$ cat src/rtl/moore_pattern_controller_if.sv
// Serial bit handshake between the stimulus logic and the pattern controller.
//   inputX      : serial data bit (master -> slave)
//   inputValid  : inputX is valid this cycle (master -> slave)
//   outputReady : controller accepts a bit this cycle (slave -> master)
// A bit transfers on a rising clock edge when inputValid & outputReady.
interface moore_pattern_controller_if;
  logic inputX;
  logic inputValid;
  logic outputReady;

  modport master (output inputX, output inputValid, input outputReady);
  modport slave  (input inputX, input inputValid, output outputReady);
endinterface

$ cat src/rtl/moore_pattern_controller.sv
// Moore controller for a 3-bit serial pattern detector with a 2-bit state
// register and a saturating match counter.
//   inputClk    : clock, rising edge
//   inputR      : asynchronous active-low reset
//   inputEn     : step enable; 0 blocks acceptance of bits
//   inputClear  : synchronous clear of state and counter (beats a valid bit)
//   bus         : serial bit handshake (slave side)
//   outputy1/2  : registered state bits (MSB/LSB)
//   outputZ     : 1 iff state == S3 (full pattern seen)
//   outputCount : completed matches, saturating at all-ones
module moore_pattern_controller #(
  parameter logic [2:0]  PATTERN = 3'b101,
  parameter bit          OVERLAP = 1'b1,
  parameter int unsigned CNT_W   = 8
) (
  input  logic                         inputClk,
  input  logic                         inputR,
  input  logic                         inputEn,
  input  logic                         inputClear,
  moore_pattern_controller_if.slave    bus,
  output logic                         outputy1,
  output logic                         outputy2,
  output logic                         outputZ,
  output logic [CNT_W-1:0]             outputCount
);

  // State value equals the length of the matched PATTERN prefix.
  typedef enum logic [1:0] {
    S0 = 2'b00,
    S1 = 2'b01,
    S2 = 2'b10,
    S3 = 2'b11
  } state_t;

  // Longest suffix of (k-bit prefix of PATTERN, then x) that is itself a
  // prefix of PATTERN. q[0] is the oldest bit, q[k] the newest.
  function automatic logic [1:0] nextOf(input int unsigned k, input logic x);
    logic [3:0]  q;
    int unsigned n;
    int unsigned lStart;
    logic        hit;
    logic        ok;
    logic [1:0]  res;
    q   = '0;
    res = 2'b00;
    hit = 1'b0;
    for (int unsigned j = 0; j < k; j++) q[j] = PATTERN[2-j];
    q[k]   = x;
    n      = k + 1;
    lStart = (n > 3) ? 3 : n;
    for (int unsigned l = lStart; l >= 1; l--) begin
      if (!hit) begin
        ok = 1'b1;
        for (int unsigned j = 0; j < l; j++)
          if (q[n-l+j] != PATTERN[2-j]) ok = 1'b0;
        if (ok) begin
          hit = 1'b1;
          res = 2'(l);
        end
      end
    end
    return res;
  endfunction

  // Transition table indexed by {state, x}; two bits per entry. Without
  // overlap, S3 behaves like S0 for the next bit.
  function automatic logic [15:0] buildTable();
    logic [15:0] t;
    t = '0;
    for (int unsigned k = 0; k < 4; k++)
      for (int unsigned x = 0; x < 2; x++)
        t[(2*k+x)*2 +: 2] = nextOf((k == 3 && !OVERLAP) ? 0 : k, x[0]);
    return t;
  endfunction

  localparam logic [15:0] NEXT_TBL = buildTable();

  state_t           state;
  state_t           stateNext;
  logic [CNT_W-1:0] count;
  logic [CNT_W-1:0] countNext;
  logic             ready;
  logic             accept;
  logic [2:0]       idx;

  assign ready           = inputR & inputEn & ~inputClear;
  assign bus.outputReady = ready;

  always_ff @(posedge inputClk or negedge inputR) begin
    if (!inputR) begin
      state <= S0;
      count <= '0;
    end else begin
      state <= stateNext;
      count <= countNext;
    end
  end

  always_comb begin
    stateNext = state;
    countNext = count;
    accept    = bus.inputValid & ready;
    idx       = {state, bus.inputX};
    if (inputClear) begin
      stateNext = S0;
      countNext = '0;
    end else if (accept) begin
      // Lookup only on acceptance so an unknown idle inputX cannot leak in.
      stateNext = state_t'(NEXT_TBL[{idx, 1'b0} +: 2]);
      if (stateNext == S3 && count != '1) countNext = count + 1'b1;
    end
    outputy1    = state[1];
    outputy2    = state[0];
    outputZ     = (state == S3);
    outputCount = count;
  end

endmodule

$ cat src/flat_wrapper.sv
// flat-port wrapper written by rule: the top's interface ports become plain ports
module moore_pattern_controller_flat 
#(
  parameter logic [2:0]  PATTERN = 3'b101,
  parameter bit          OVERLAP = 1'b1,
  parameter int unsigned CNT_W   = 8
)
  (inputClk, inputR, inputEn, inputClear, outputy1, outputy2, outputZ, outputCount, bus_inputX, bus_inputValid, bus_outputReady);
  moore_pattern_controller_if bus_i ();
  input  logic inputClk;
  input  logic inputR;
  input  logic inputEn;
  input  logic inputClear;
  output logic outputy1;
  output logic outputy2;
  output logic outputZ;
  output logic [CNT_W-1:0] outputCount;
  input wire logic [$bits(bus_i.inputX)-1:0] bus_inputX;
  input wire logic [$bits(bus_i.inputValid)-1:0] bus_inputValid;
  output wire logic [$bits(bus_i.outputReady)-1:0] bus_outputReady;
  assign bus_i.inputX = bus_inputX;
  assign bus_i.inputValid = bus_inputValid;
  assign bus_outputReady = bus_i.outputReady;
  moore_pattern_controller #(.PATTERN(PATTERN), .OVERLAP(OVERLAP), .CNT_W(CNT_W)) u_core (.inputClk(inputClk), .inputR(inputR), .inputEn(inputEn), .inputClear(inputClear), .bus(bus_i), .outputy1(outputy1), .outputy2(outputy2), .outputZ(outputZ), .outputCount(outputCount));
endmodule
$ cat config.mk
export PLATFORM = sky130hd
export DESIGN_NAME = moore_pattern_controller_flat
export DESIGN_NICKNAME = d
export VERILOG_FILES = /design/src/rtl/moore_pattern_controller_if.sv /design/src/rtl/moore_pattern_controller.sv /design/src/flat_wrapper.sv
export SDC_FILE = /design/constraint.sdc
export NUM_CORES = 1
export LEC_CHECK = 0
export CAP_MARGIN = 20
export CORE_UTILIZATION = 35
export DETAILED_ROUTE_END_ITERATION = 7
export DONT_BUFFER_PORTS = 1
export GPL_ROUTABILITY_DRIVEN = 0
export GPL_TIMING_DRIVEN = 0
export PLACE_DENSITY_LB_ADDON = 0.15
export SLEW_MARGIN = 20
export SYNTH_ARGS = -nofsm -noshare
export SYNTH_HDL_FRONTEND = slang
export SYNTH_SLANG_ARGS = --single-unit
export TNS_END_PERCENT = 100
$ cat constraint.sdc
create_clock -name inputClk -period 1.5 [get_ports inputClk]
set_input_delay 0.075 -clock inputClk [delete_from_list [all_inputs] [get_ports inputClk]]
set_output_delay 0.075 -clock inputClk [all_outputs]
set_load 0.01 [all_outputs]
== Word-level counts from Yosys, hierarchy flattened ==
Index checks and enable logic that the tools add are counted.

* Bitwise gates (word level): 4
* Muxes and demuxes: 5
* Eq/ne operators: 3
* Add/subtract/negate cells: 1
* Shift-type cells: 1
* Reduce and logical (&&, ||, !) cells: 4

{| class="wikitable"
|+ Operator list
! kind !! count
|-
| two-way mux 8 bit || 3
|-
| variable part select 16 x 5 -> 2 bit (first input constant) || 1
|-
| adder 8 x 1 -> 8 bit (second input constant) || 1
|-
| != test 8 bit (second input constant) || 1
|-
| == test 2 bit (second input constant) || 2
|-
| two-way mux 2 bit || 2
|-
| nonzero test 2 bit || 2
|-
| AND 1 bit || 3
|-
| AND reduction 2 bit || 1
|-
| logical AND 1 bit || 1
|-
| inverter 1 bit || 1
|}

* Output and inout bits: 12
* Bits of input ports: 6
* Register bits after elaboration: 10
* Word-level logic and storage cells: 20

== Longest topological paths before layout ==
Gate-level depths: netlist (run 1).

* Depth in word-level cells: 6
* Mapped depth: 7
* Mapped depth without buffers: 6

== Least setup slack after synthesis (run 1) ==
Ideal clock, no wire load.

* Path kind: in2reg
* From: input u_core.state[0]
* To: register u_core.count[3] (netlist: u_core.outputCount[3])
* Setup slack: -0.223 ns
* Data required time: 1.374 ns
* Path buffers: 1
* Arrival time: 1.597 ns
* Library setup time: 0.126 ns
* Stages: 7
* Cells stage by stage: dfrtp_1 > ha_1 > nand2_1 > o2111ai_1 > buf_2 > o21a_1 > a221o_1

* Longest elaborated chain between the ends: 5

{| class="wikitable"
|+ RTL lines
! item !! line !! text
|-
| start: declaration || moore_pattern_controller.sv:78 || <nowiki>state_t state;</nowiki>
|-
| variable part select 16 x 5 -> 2 bit || moore_pattern_controller.sv:109 || <nowiki>stateNext = state_t'(NEXT_TBL[{idx, 1'b0} +: 2]);</nowiki>
|-
| == test 2 bit || moore_pattern_controller.sv:110 || <nowiki>if (stateNext == S3 && count != '1) countNext = count + 1'b1;</nowiki>
|-
| logical AND 1 bit || moore_pattern_controller.sv:110 ||
|-
| nonzero test 2 bit (no source line) || n/a ||
|-
| AND reduction 2 bit (no source line) || n/a ||
|-
| end signal: assignment || moore_pattern_controller.sv:95 || <nowiki>count <= countNext;</nowiki>
|-
| end: declaration || moore_pattern_controller.sv:80 || <nowiki>logic [CNT_W-1:0] count;</nowiki>
|}

Every way passes these cells.
A chain may end at the register's enable or synchronous reset.

== Worst setup path in the final report (run 1) ==
* From: input u_core.state[0]
* To: register u_core.count[7] (netlist: u_core.outputCount[7])

Same word-level chain as after synthesis.

==> results of run 1 <==
## cells by family after synthesis
logic type / after synthesis
AND/OR/NAND/NOR: 29
AO/OA/AOI/OAI: 14
flip-flops: 10
buffers and inverters: 3
multiplexers: 3
adder cells (fa/ha/maj): 2
## worst min-delay path: cells and delay by family
kind                   cells  cell delay [ns]
AND/OR/NAND/NOR            1             0.08
buffers and inverters      1             0.09
AO/OA/AOI/OAI              1             0.05
## sequential cells by signal, summed over array words and instances, names as in the netlist
name,cells
u_core.outputCount,8
u_core.state,2
## power by group through the flow
stage                     clock [W]  sequential [W]  combinational (W)
after floorplan                   0        0.000277          0.0000101
after global placement            0        0.000278          0.0000127
after detailed placement          0        0.000278          0.0000130
after CTS                  0.000253        0.000272          0.0000285
after global routing       0.000270        0.000273          0.0000339
final                      0.000249        0.000273          0.0000305
## cells in the mapped netlist (2+ instances only)
| master | instances | area share, % |
|---|---|---|
| dfrtp_1 | 10 | 43 |
| o21ai_0 | 4 | 3.4 |
| nand2_1 | 10 | 6.4 |
| inv_1 | 2 | 1.3 |
| mux2_2 | 2 | 3.9 |
| and2_1 | 2 | 2.1 |
| and3_1 | 2 | 2.1 |
| nand3_1 | 2 | 1.7 |
| ha_1 | 2 | 4.3 |
| nor2_1 | 4 | 2.6 |
## repair_timing
| action | in CTS | in global routing |
|---|---|---|
| setup endpoints to repair | 8 | 9 |
| pin swaps | 8 | 3 |
| gates resized for setup | 19 | 5 |
| cloned | 0 | 0 |
| setup buffers | 10 | 0 |
| hold buffers | 2 | 0 |
| hold endpoints to repair | 11 | 0 |
## per-layer routing
| layer | track usage (%) | part of all wire (%) | vias to the layer above |
|---|---|---|---|
| met2 | 26.67 | 48 | 14 |
| met4 | 5.625 | 0.61 | 0 |
| li1 | - | - | 262 |
| met1 | 21.90 | 46 | 251 |
| met3 | 8.936 | 5.5 | 2 |
| met5 | 0 | 0 | - |
## worst max path at each step
stage	startpoint	end	cells after the start	slack, ns
global placement	u_core.state[0]$_DFFE_PN0P_	u_core.outputCount[3]$_DFFE_PN0P_	6	-0.30
CTS	u_core.state[0]$_DFFE_PN0P_	u_core.outputCount[7]$_DFFE_PN0P_	5	-0.25
detailed placement	u_core.state[0]$_DFFE_PN0P_	u_core.outputCount[3]$_DFFE_PN0P_	6	-0.31
finish	u_core.state[0]$_DFFE_PN0P_	u_core.outputCount[7]$_DFFE_PN0P_	5	-0.19
floorplan	u_core.state[0]$_DFFE_PN0P_	u_core.outputCount[7]$_DFFE_PN0P_	5	-0.18
global route	u_core.state[0]$_DFFE_PN0P_	u_core.outputCount[7]$_DFFE_PN0P_	5	-0.23
## per-stage QoR
step / instance area, µm² / utilization (%) / worst slack, ns / setup TNS, ns / total power, W
5_1_grt: 855.8 / 56.16 / -0.2311 / -1.575 / 0.0005770
2_1_floorplan: 606.8 / - / -0.1788 / -0.9376 / 0.0002876
6_report: 855.8 / 56.16 / -0.1866 / -1.082 / 0.0005527
3_3_place_gp: 626.9 / 41.13 / -0.2951 / -1.919 / 0.0002904
4_1_cts: 833.3 / 54.68 / -0.2547 / -1.723 / 0.0005543
3_5_place_dp: 626.9 / 41.13 / -0.3057 / -1.988 / 0.0002907
## cell type report
type / instances / area share (%)
buffer: 1 / 1.316
clock buffer: 4 / 4.240
inverter: 2 / 0.8772
multi-input combinational: 48 / 49.71
sequential: 10 / 29.97
tap: 16 / 2.339
timing repair buffer: 12 / 11.55
==> impl_results.md, run 1 <==
* F_max at 0.5929 GHz
* Worst Hold Class: in -> reg
* Diodes inserted at 0
* Worst R2R Start: u_core.state[0]$_DFFE_PN0P_
* Worst VDD drop at ~0.42 mV
* Tot GR Track Use at between 10% and 20%
* WP buf/inv at 0
* Crit Path Category: reg -> reg
* Core area at 1524 µm²
* Worst-margin pin slew at 0.4788 ns
* Vias in the first global route at 517
* H-Tree Depth at 1
* Netlist cell types at 31
* Max Cap Viol at 0
* Post-synthesis compound-gate area fraction at 17.81%
* Crit path max-delay family: simple AND/OR/NAND/NOR gates
* Grt ovf at 0
* YS warnings at 0
* Post-Layout Cell Count at just over 90
* Post-synthesis mux area share at 5.579%
* Root Driver: clkbuf_4
* Sw Share at between 20% and 30%
* Drt pass-1 iters at 4
* Row count at 14
* Inserted Clock Buffers at 3
* Clock Skew at 0.01332 ns
* CTS tree: done
* CTS sink cnt at 10
* Final min period at 1.687 ns
* Worst stage delay on the critical path at about 0.56 ns
* Seq pwr share at 49.4%
* P&R area growth vs syn at 46.78%
* Reg2reg path depth at 5
* Post-Synth Adder-Cell Area at 4.292%
* R2R Path End: u_core.outputCount[7]$_DFFE_PN0P_
* Leakage power at 0.3670 nW
* Synth Instances at 61
* CP required at between 1.5 and 2 ns
* Total Wirelength at 1.466 mm
* Dpl cells at 77
* Ports at 18
* PD cells at 645.8 nW/µm²
* Data arrival, critical path at between 1.5 and 2 ns
* Leading cell types in the layout, fill and taps excluded: nand2_1 (9), buf_4 (9), dfrtp_2 (5), dfrtp_1 (5)
* CP Cell Sequence: ha_4 > nand2_2 > o2111ai_2 > or4b_4 > mux2i_1
* Hold path start: inputClear
* Die Footprint at 1833 µm²
* Startpoint types: flip-flop
* Main combinational cell family by area after synthesis: simple AND/OR/NAND/NOR gates
* Sw power at 0.0001209 W
* Hold depth at 3
* Status: complete, but fails checks
* Layout cells sized above 1 at between 40% and 50%
* RSZ-0062 raised after global routing: true
* Comb power frac at ~5.5%
* CTS max path bufs at 2
* Post-synthesis sequential area ratio at a little over two fifths
* # nets final at between 80 and 90
* Drt wl/cell at 15.76 µm
* Cell Area, Synth at between 500 and 600 µm²
* Clock Latency Late Sink at 0.27 ns
* Synth Area in Simple Gates at 27.25%
* Commonest register cell after synthesis: dfrtp_1
* Sequential cell area at 256.5 µm²
* Failing checks: setup timing
* Hold WS at approximately 0.07 ns
* First-pass GRT wire length at roughly 2.3 mm
* Synthesis-stage register bit count at 10
* Port bufs at 0
* Final period util at 112.4%
* Slowest CP cell: or4b_4
* DRC at 0
* Fin. Hold Viols at 0
* Avg Inst Size Synth at 9.558 µm²
* Final Worst Setup Slack at -0.1866 ns
* Clock share of power at a little under half
* Die Y at 42.82 µm
* Initial DRC Count at 7
* XOR/XNOR Fraction of Synth Area at 0%
* Effective utilization at floorplan at around two fifths
* Die W at 42.82 µm
* Syn_nets at around 70
* Antenna violations before repair at 0
* Async set-reset flop share out of synthesis at 100.0%
* EDFF count, synth at 0
* Max transition margin at approximately two thirds
* Setup violations, final at 9
* Via count at 529
* Number of routed nets with antenna violations at 0
* # fillers at 132
* Worst reg-to-reg setup slack at -0.19 ns
* Pin count of the biggest net entering global routing at 11
* Slew Limit Fails at 0
* Clk pin slew, worst setup/hold paths at 0.08 ns
* Multi-input logic area at around 430 µm²
* Hold Path End: u_core.state[1]$_DFFE_PN0P_
* CP Max Fanout at 4
* Vias/cell at 5.688
* Crit. End Element: flip-flop
* Cell-internal power at 0.0004317 W
No activity file was read; power rests on OpenSTA's default activity.
==> run 2: changes to the inputs <==
clock period = 1.4 ns   (was 1.5 ns; I/O delays follow)
==> impl_results.md, run 2 (synthesized netlist as in run 1, its figures left out) <==
* Status: complete, but fails checks (unchanged)
* Failing checks: setup timing (unchanged)
* Via count at 529 (unchanged)
* Vias in the first global route at 517 (unchanged)
* Worst-margin pin slew at 0.4788 ns (unchanged)
* CTS max path bufs at 2 (unchanged)
* # nets final at 86 (unchanged)
* DRC at 0 (unchanged)
* Antenna violations before repair at 0 (unchanged)
* RSZ-0062 raised after global routing: true (unchanged)
* Setup violations, final at 9 (unchanged)
* Drt pass-1 iters at 4 (unchanged)
* Crit Path Category: reg -> reg (unchanged)
* Leading cell types in the layout, fill and taps excluded: nand2_1 (9), buf_4 (9), dfrtp_2 (5), dfrtp_1 (5) (unchanged)
* Max transition margin at 67.98% (unchanged)
* Die Footprint at 1833 µm² (unchanged)
* Clock Latency Late Sink at 0.27 ns (about the same)
* Drt wl/cell at 15.76 µm (unchanged)
* Hold WS at 0.06507 ns (was 0.07007 ns)
* Reg2reg path depth at 5 (unchanged)
* Worst Hold Class: in -> reg (unchanged)
* Ports at 18 (unchanged)
* Clk pin slew, worst setup/hold paths at 0.08 ns (about the same)
* Worst stage delay on the critical path at 0.56 ns (about the same)
* Final Util at 56.16% (unchanged)
* CP required at 1.54 ns (was 1.64 ns)
* Fin. Hold Viols at 0 (unchanged)
* Hold depth at 3 (unchanged)
* Crit path max-delay family: simple AND/OR/NAND/NOR gates (unchanged)
* Core area at 1524 µm² (unchanged)
* Dpl cell area at 626.9 µm² (unchanged)
* Max Cap Viol at 0 (unchanged)
* Final setup TNS at -1.982 ns (was -1.082 ns)
* Data arrival, critical path at 1.83 ns (about the same)
* Row count at 14 (unchanged)
* Diodes inserted at 0 (unchanged)
* Inserted Clock Buffers at 3 (unchanged)
* Effective utilization at floorplan at 38.26% (unchanged)
* Root Driver: clkbuf_4 (unchanged)
* CTS tree: done (unchanged)
* Final Worst Setup Slack at -0.2866 ns (was -0.1866 ns)
* H-Tree Depth at 1 (unchanged)
* Slowest CP cell: or4b_4 (unchanged)
* WP depth at 5 (unchanged)
* Pin count of the biggest net entering global routing at 11 (unchanged)
* Max reg flops at 8 (unchanged)
* Final min period at 1.687 ns (about the same)
* Initial DRC Count at 7 (unchanged)
* Fin area at 855.8 µm² (unchanged)
* Layout cells sized above 1 at 46.75% (unchanged)
* Number of routed nets with antenna violations at 0 (unchanged)
* Grt ovf at 0 (unchanged)
* Clock Skew at 0.01332 ns (unchanged)
* Worst VDD drop at 0.4490 mV (was 0.4190 mV)
* Final period util at 120.5% (was 112.4%)
* CTS sink cnt at 10 (unchanged)
* F_max at 0.5929 GHz (unchanged)
* Hold path start: inputClear (unchanged)
* CP Cell Sequence: ha_4 > nand2_2 > o2111ai_2 > or4b_4 > mux2i_1 (unchanged)
* Port bufs at 0 (unchanged)
* Vias/cell at 5.688 (unchanged)
* Die Y at 42.82 µm (unchanged)
* Worst R2R Start: u_core.state[0]$_DFFE_PN0P_ (unchanged)
* Leakage power at 0.3670 nW (unchanged)
* First-pass GRT wire length at 2.332 mm (unchanged)
* Tot GR Track Use at 17.72% (unchanged)
* CP Max Fanout at 4 (unchanged)
* Crit. End Element: flip-flop (unchanged)
* WP buf/inv at 0 (unchanged)
* Total Wirelength at 1.466 mm (unchanged)
* P&R area growth vs syn at 46.78% (unchanged)
* CP startpoint: u_core.state[0]$_DFFE_PN0P_ (unchanged)
* Slew Limit Fails at 0 (unchanged)
* Startpoint types: flip-flop (unchanged)
* Die W at 42.82 µm (unchanged)
* PD cells at 691.9 nW/µm² (was 645.8 nW/µm²)
-- run 2: cell counts in the layout (fill, tap and decap cells not counted) --
No cell type changed its count.
-- run 2: final cells by class --
cell class	count	area, µm²
clock buffers	4	36.28
multi-input cells	48	425.4
flip-flops and latches	10	256.5
well taps	16	20.02
plain buffers	1	11.26
repair buffers	12	98.84
fillers	132	668.1
inverters	2	7.507
-- run 2: per-layer routing --
layer	track usage, %	vias up	share of wire, %	wire length (µm)
met4	5.625	0	0.61	9
met5	0	-	0	0
met1	21.90	251	46	674
li1	-	262	-	-
met3	8.936	2	5.5	81
met2	26.67	14	48	701
-- run 2: path summary, 6_finish.rpt --
| check | end | slack, ns |
|---|---|---|
| max in group asynchronous | u_core.outputCount[0]$_DFFE_PN0P_ | 0.87 |
| max | u_core.outputCount[7]$_DFFE_PN0P_ | -0.29 |
| min reg2reg | u_core.outputCount[7]$_DFFE_PN0P_ | 0.58 |
| min | u_core.state[1]$_DFFE_PN0P_ | 0.07 |
| max reg2reg | u_core.outputCount[7]$_DFFE_PN0P_ | -0.29 |
| min in group asynchronous | u_core.outputCount[4]$_DFFE_PN0P_ | 0.18 |
-- run 2: timing repair --
action	CTS	global route
hold buffers	2	0
setup endpoints to repair	8	9
buffers inserted	10	0
hold endpoints to repair	11	0
pin swaps	8	3
gates resized for setup	19	5
-- run 2: through the flow --
stage           power, W  std cells  worst slack (ns)
5_1_grt        0.0006182         93           -0.3311
3_3_place_gp   0.0003112         77           -0.3951
6_report       0.0005921         93           -0.2866
3_5_place_dp   0.0003115         77           -0.4057
4_1_cts        0.0005939         93           -0.3547
2_1_floorplan  0.0003081         61           -0.2788
-- run 2: worst reg2reg max path, cell delays in order, from the launching register on --
cell and delay [ns]:
dfrtp_2 0.46, ha_4 0.23, nand2_2 0.06, o2111ai_2 0.12
or4b_4 0.56, mux2i_1 0.13
-- run 2: power by group --
group / leakage (nW) / internal, W / switching (W)
clock network: 0.0210 / 0.000158 / 0.000109
logic: 0.215 / 0.0000145 / 0.0000182
registers: 0.131 / 0.000290 / 0.00000250
==> run 3: changes to the inputs <==
PLACE_DENSITY_LB_ADDON = default   (was 0.15)
==> impl_results.md, run 3 (synthesized netlist as in run 1, its figures left out) <==
* Status: complete, but fails checks (unchanged)
* CP Cell Sequence: ha_4 > nand2_4 > o2111ai_4 > buf_6 > o21a_4 > a221o_1 (was ha_4 > nand2_2 > o2111ai_2 > or4b_4 > mux2i_1)
* First-pass GRT wire length at 2.318 mm (was 2.332 mm)
* Failing checks: setup timing (unchanged)
* Final setup TNS at -2.069 ns (was -1.982 ns)
* Max Cap Viol at 0 (unchanged)
* Tot GR Track Use at 18.21% (was 17.72%)
* Root Driver: clkbuf_4 (unchanged)
* Die Y at 42.82 µm (unchanged)
* Worst Hold Class: in -> reg (unchanged)
* Final period util at 122.4% (was 120.5%)
* Grt ovf at 0 (unchanged)
* Row count at 14 (unchanged)
* Worst R2R Start: u_core.state[0]$_DFFE_PN0P_ (unchanged)
* Drt pass-1 iters at 4 (unchanged)
* P&R area growth vs syn at 44.85% (was 46.78%)
* Leakage power at 0.3673 nW (was 0.3670 nW)
* Vias in the first global route at 514 (was 517)
* Post-Layout Cell Count at 91 (was 93)
* CTS tree: done (unchanged)
* Vias/cell at 5.835 (was 5.688)
* Leading cell types in the layout, fill and taps excluded: nand2_1 (9), buf_4 (6), dfrtp_1 (6) (was nand2_1 (9), buf_4 (9), dfrtp_2 (5), dfrtp_1 (5))
* CP required at 1.56 ns (was 1.54 ns)
* Pre-CTS setup slack at -0.4248 ns (was -0.4057 ns)
* Worst stage delay on the critical path at 0.47 ns (was 0.56 ns)
* Via count at 531 (was 529)
* Diodes inserted at 0 (unchanged)
* CTS max path bufs at 2 (unchanged)
* Port bufs at 0 (unchanged)
* H-Tree Depth at 1 (unchanged)
* Hold path start: inputClear (unchanged)
* Effective utilization at floorplan at 38.26% (unchanged)
* Core area at 1524 µm² (unchanged)
* Drt wl/cell at 17.60 µm (was 15.76 µm)
* Clk pin slew, worst setup/hold paths at 0.08 ns (about the same)
* F_max at 0.5834 GHz (was 0.5929 GHz)
* PD cells at 723.6 nW/µm² (was 691.9 nW/µm²)
* Setup violations, final at 8 (was 9)
* CTS sink cnt at 10 (unchanged)
* Final min period at 1.714 ns (was 1.687 ns)
* Die W at 42.82 µm (unchanged)
* Antenna violations before repair at 0 (unchanged)
* Final Worst Setup Slack at -0.3141 ns (was -0.2866 ns)
* Die Footprint at 1833 µm² (unchanged)
* DRC at 0 (unchanged)
* Clock Skew at 0.007112 ns (was 0.01332 ns)
* Pin count of the biggest net entering global routing at 11 (unchanged)
* Worst VDD drop at 0.5333 mV (was 0.4490 mV)
* Slowest CP cell: dfrtp_2 (was or4b_4)
* Post-DP HPWL at 853.6 µm
* Fin. Hold Viols at 0 (unchanged)
* Slew Limit Fails at 0 (unchanged)
* Initial DRC Count at 11 (was 7)
* Dpl cells at 77 (unchanged)
* # nets final at 84 (was 86)
* Number of routed nets with antenna violations at 0 (unchanged)
* Commonest non-fill, non-tap cell in the layout: nand2_1
* Data arrival, critical path at 1.88 ns (was 1.83 ns)
* Worst-margin pin slew at 0.5026 ns (was 0.4788 ns)
* Startpoint types: flip-flop (unchanged)
* # fillers at 132 (unchanged)
* Crit. End Element: flip-flop (unchanged)
* Crit Path Category: reg -> reg (unchanged)
* RSZ-0062 raised after global routing: true (unchanged)
* Hold WS at 0.04326 ns (was 0.06507 ns)
* Ports at 18 (unchanged)
* Max reg flops at 8 (unchanged)
* Clock Latency Late Sink at 0.28 ns (was 0.27 ns)
* Layout cells sized above 1 at 40.00% (was 46.75%)
* CP Max Fanout at 6 (was 4)
* Inserted Clock Buffers at 3 (unchanged)
* Total Wirelength at 1.602 mm (was 1.466 mm)
* Max transition margin at 66.38% (was 67.98%)
* CP startpoint: u_core.state[0]$_DFFE_PN0P_ (unchanged)
## run 3: cell count changes in the layout (fill, tap and decap cells not counted), sizes merged
| cell | change |
|---|---|
| buf | -2 |
## run 3: path summary, 6_finish.rpt
path,cells after the start,end,slack (ns)
max in group asynchronous,1,u_core.outputCount[2]$_DFFE_PN0P_,0.85
worst max register to register,6,u_core.outputCount[3]$_DFFE_PN0P_,-0.31
min in group asynchronous,1,u_core.outputCount[0]$_DFFE_PN0P_,0.18
worst min register to register,1,u_core.outputCount[7]$_DFFE_PN0P_,0.59
worst max-delay path,6,u_core.outputCount[3]$_DFFE_PN0P_,-0.31
worst min-delay path,2,u_core.outputCount[1]$_DFFE_PN0P_,0.04
## run 3: stage by stage
step | total power, W | area, µm² | utilization [%]
global route | 0.0006301 | 844.6 | 55.42
global placement | 0.0003112 | 626.9 | 41.13
CTS | 0.0006076 | 732.0 | 48.03
floorplan | 0.0003081 | 606.8 | -
detailed placement | 0.0003115 | 626.9 | 41.13
finish | 0.0006111 | 844.6 | 55.42
## run 3: worst max-delay path: cells and delay by family, from the launching register on
| family | cells | cell delay, ns |
|---|---|---|
| AOI/OAI and AO/OA | 3 | 0.66 |
| adders and majority gates | 1 | 0.24 |
| and+or+nand+nor | 1 | 0.07 |
| DFF | 1 | 0.47 |
| buffers and inverters | 1 | 0.16 |
## run 3: what timing repair did
action | in CTS | in global routing
hold buffers | 2 | 0
setup buffers | 4 | 5
endpoints found under the hold margin | 11 | 0
endpoints found under the setup margin | 8 | 8
pin swaps | 4 | 3
gates resized for setup | 5 | 15
## run 3: area by class of cell
cell class	count	area [µm²]	area share (%)
timing repair buffer	10	96.34	11.41
tap	16	20.02	2.370
multi-input combinational	48	417.9	49.48
sequential	10	255.2	30.22
buffer	1	11.26	1.333
clock buffer	4	36.28	4.296
inverter	2	7.507	0.8889
## run 3: power by group
group          switching [W]  internal [W]
clock network       0.000123      0.000159
registers         0.00000292      0.000290
logic              0.0000202     0.0000162
## run 3: per-layer routing
metal / share of wire [%] / track usage [%] / wire length [µm]
met5: 0 / 0 / 0
met4: 3.3 / 15.63 / 53
met3: 3.8 / 5.106 / 61
met2: 53 / 28.48 / 855
met1: 39 / 19.95 / 631
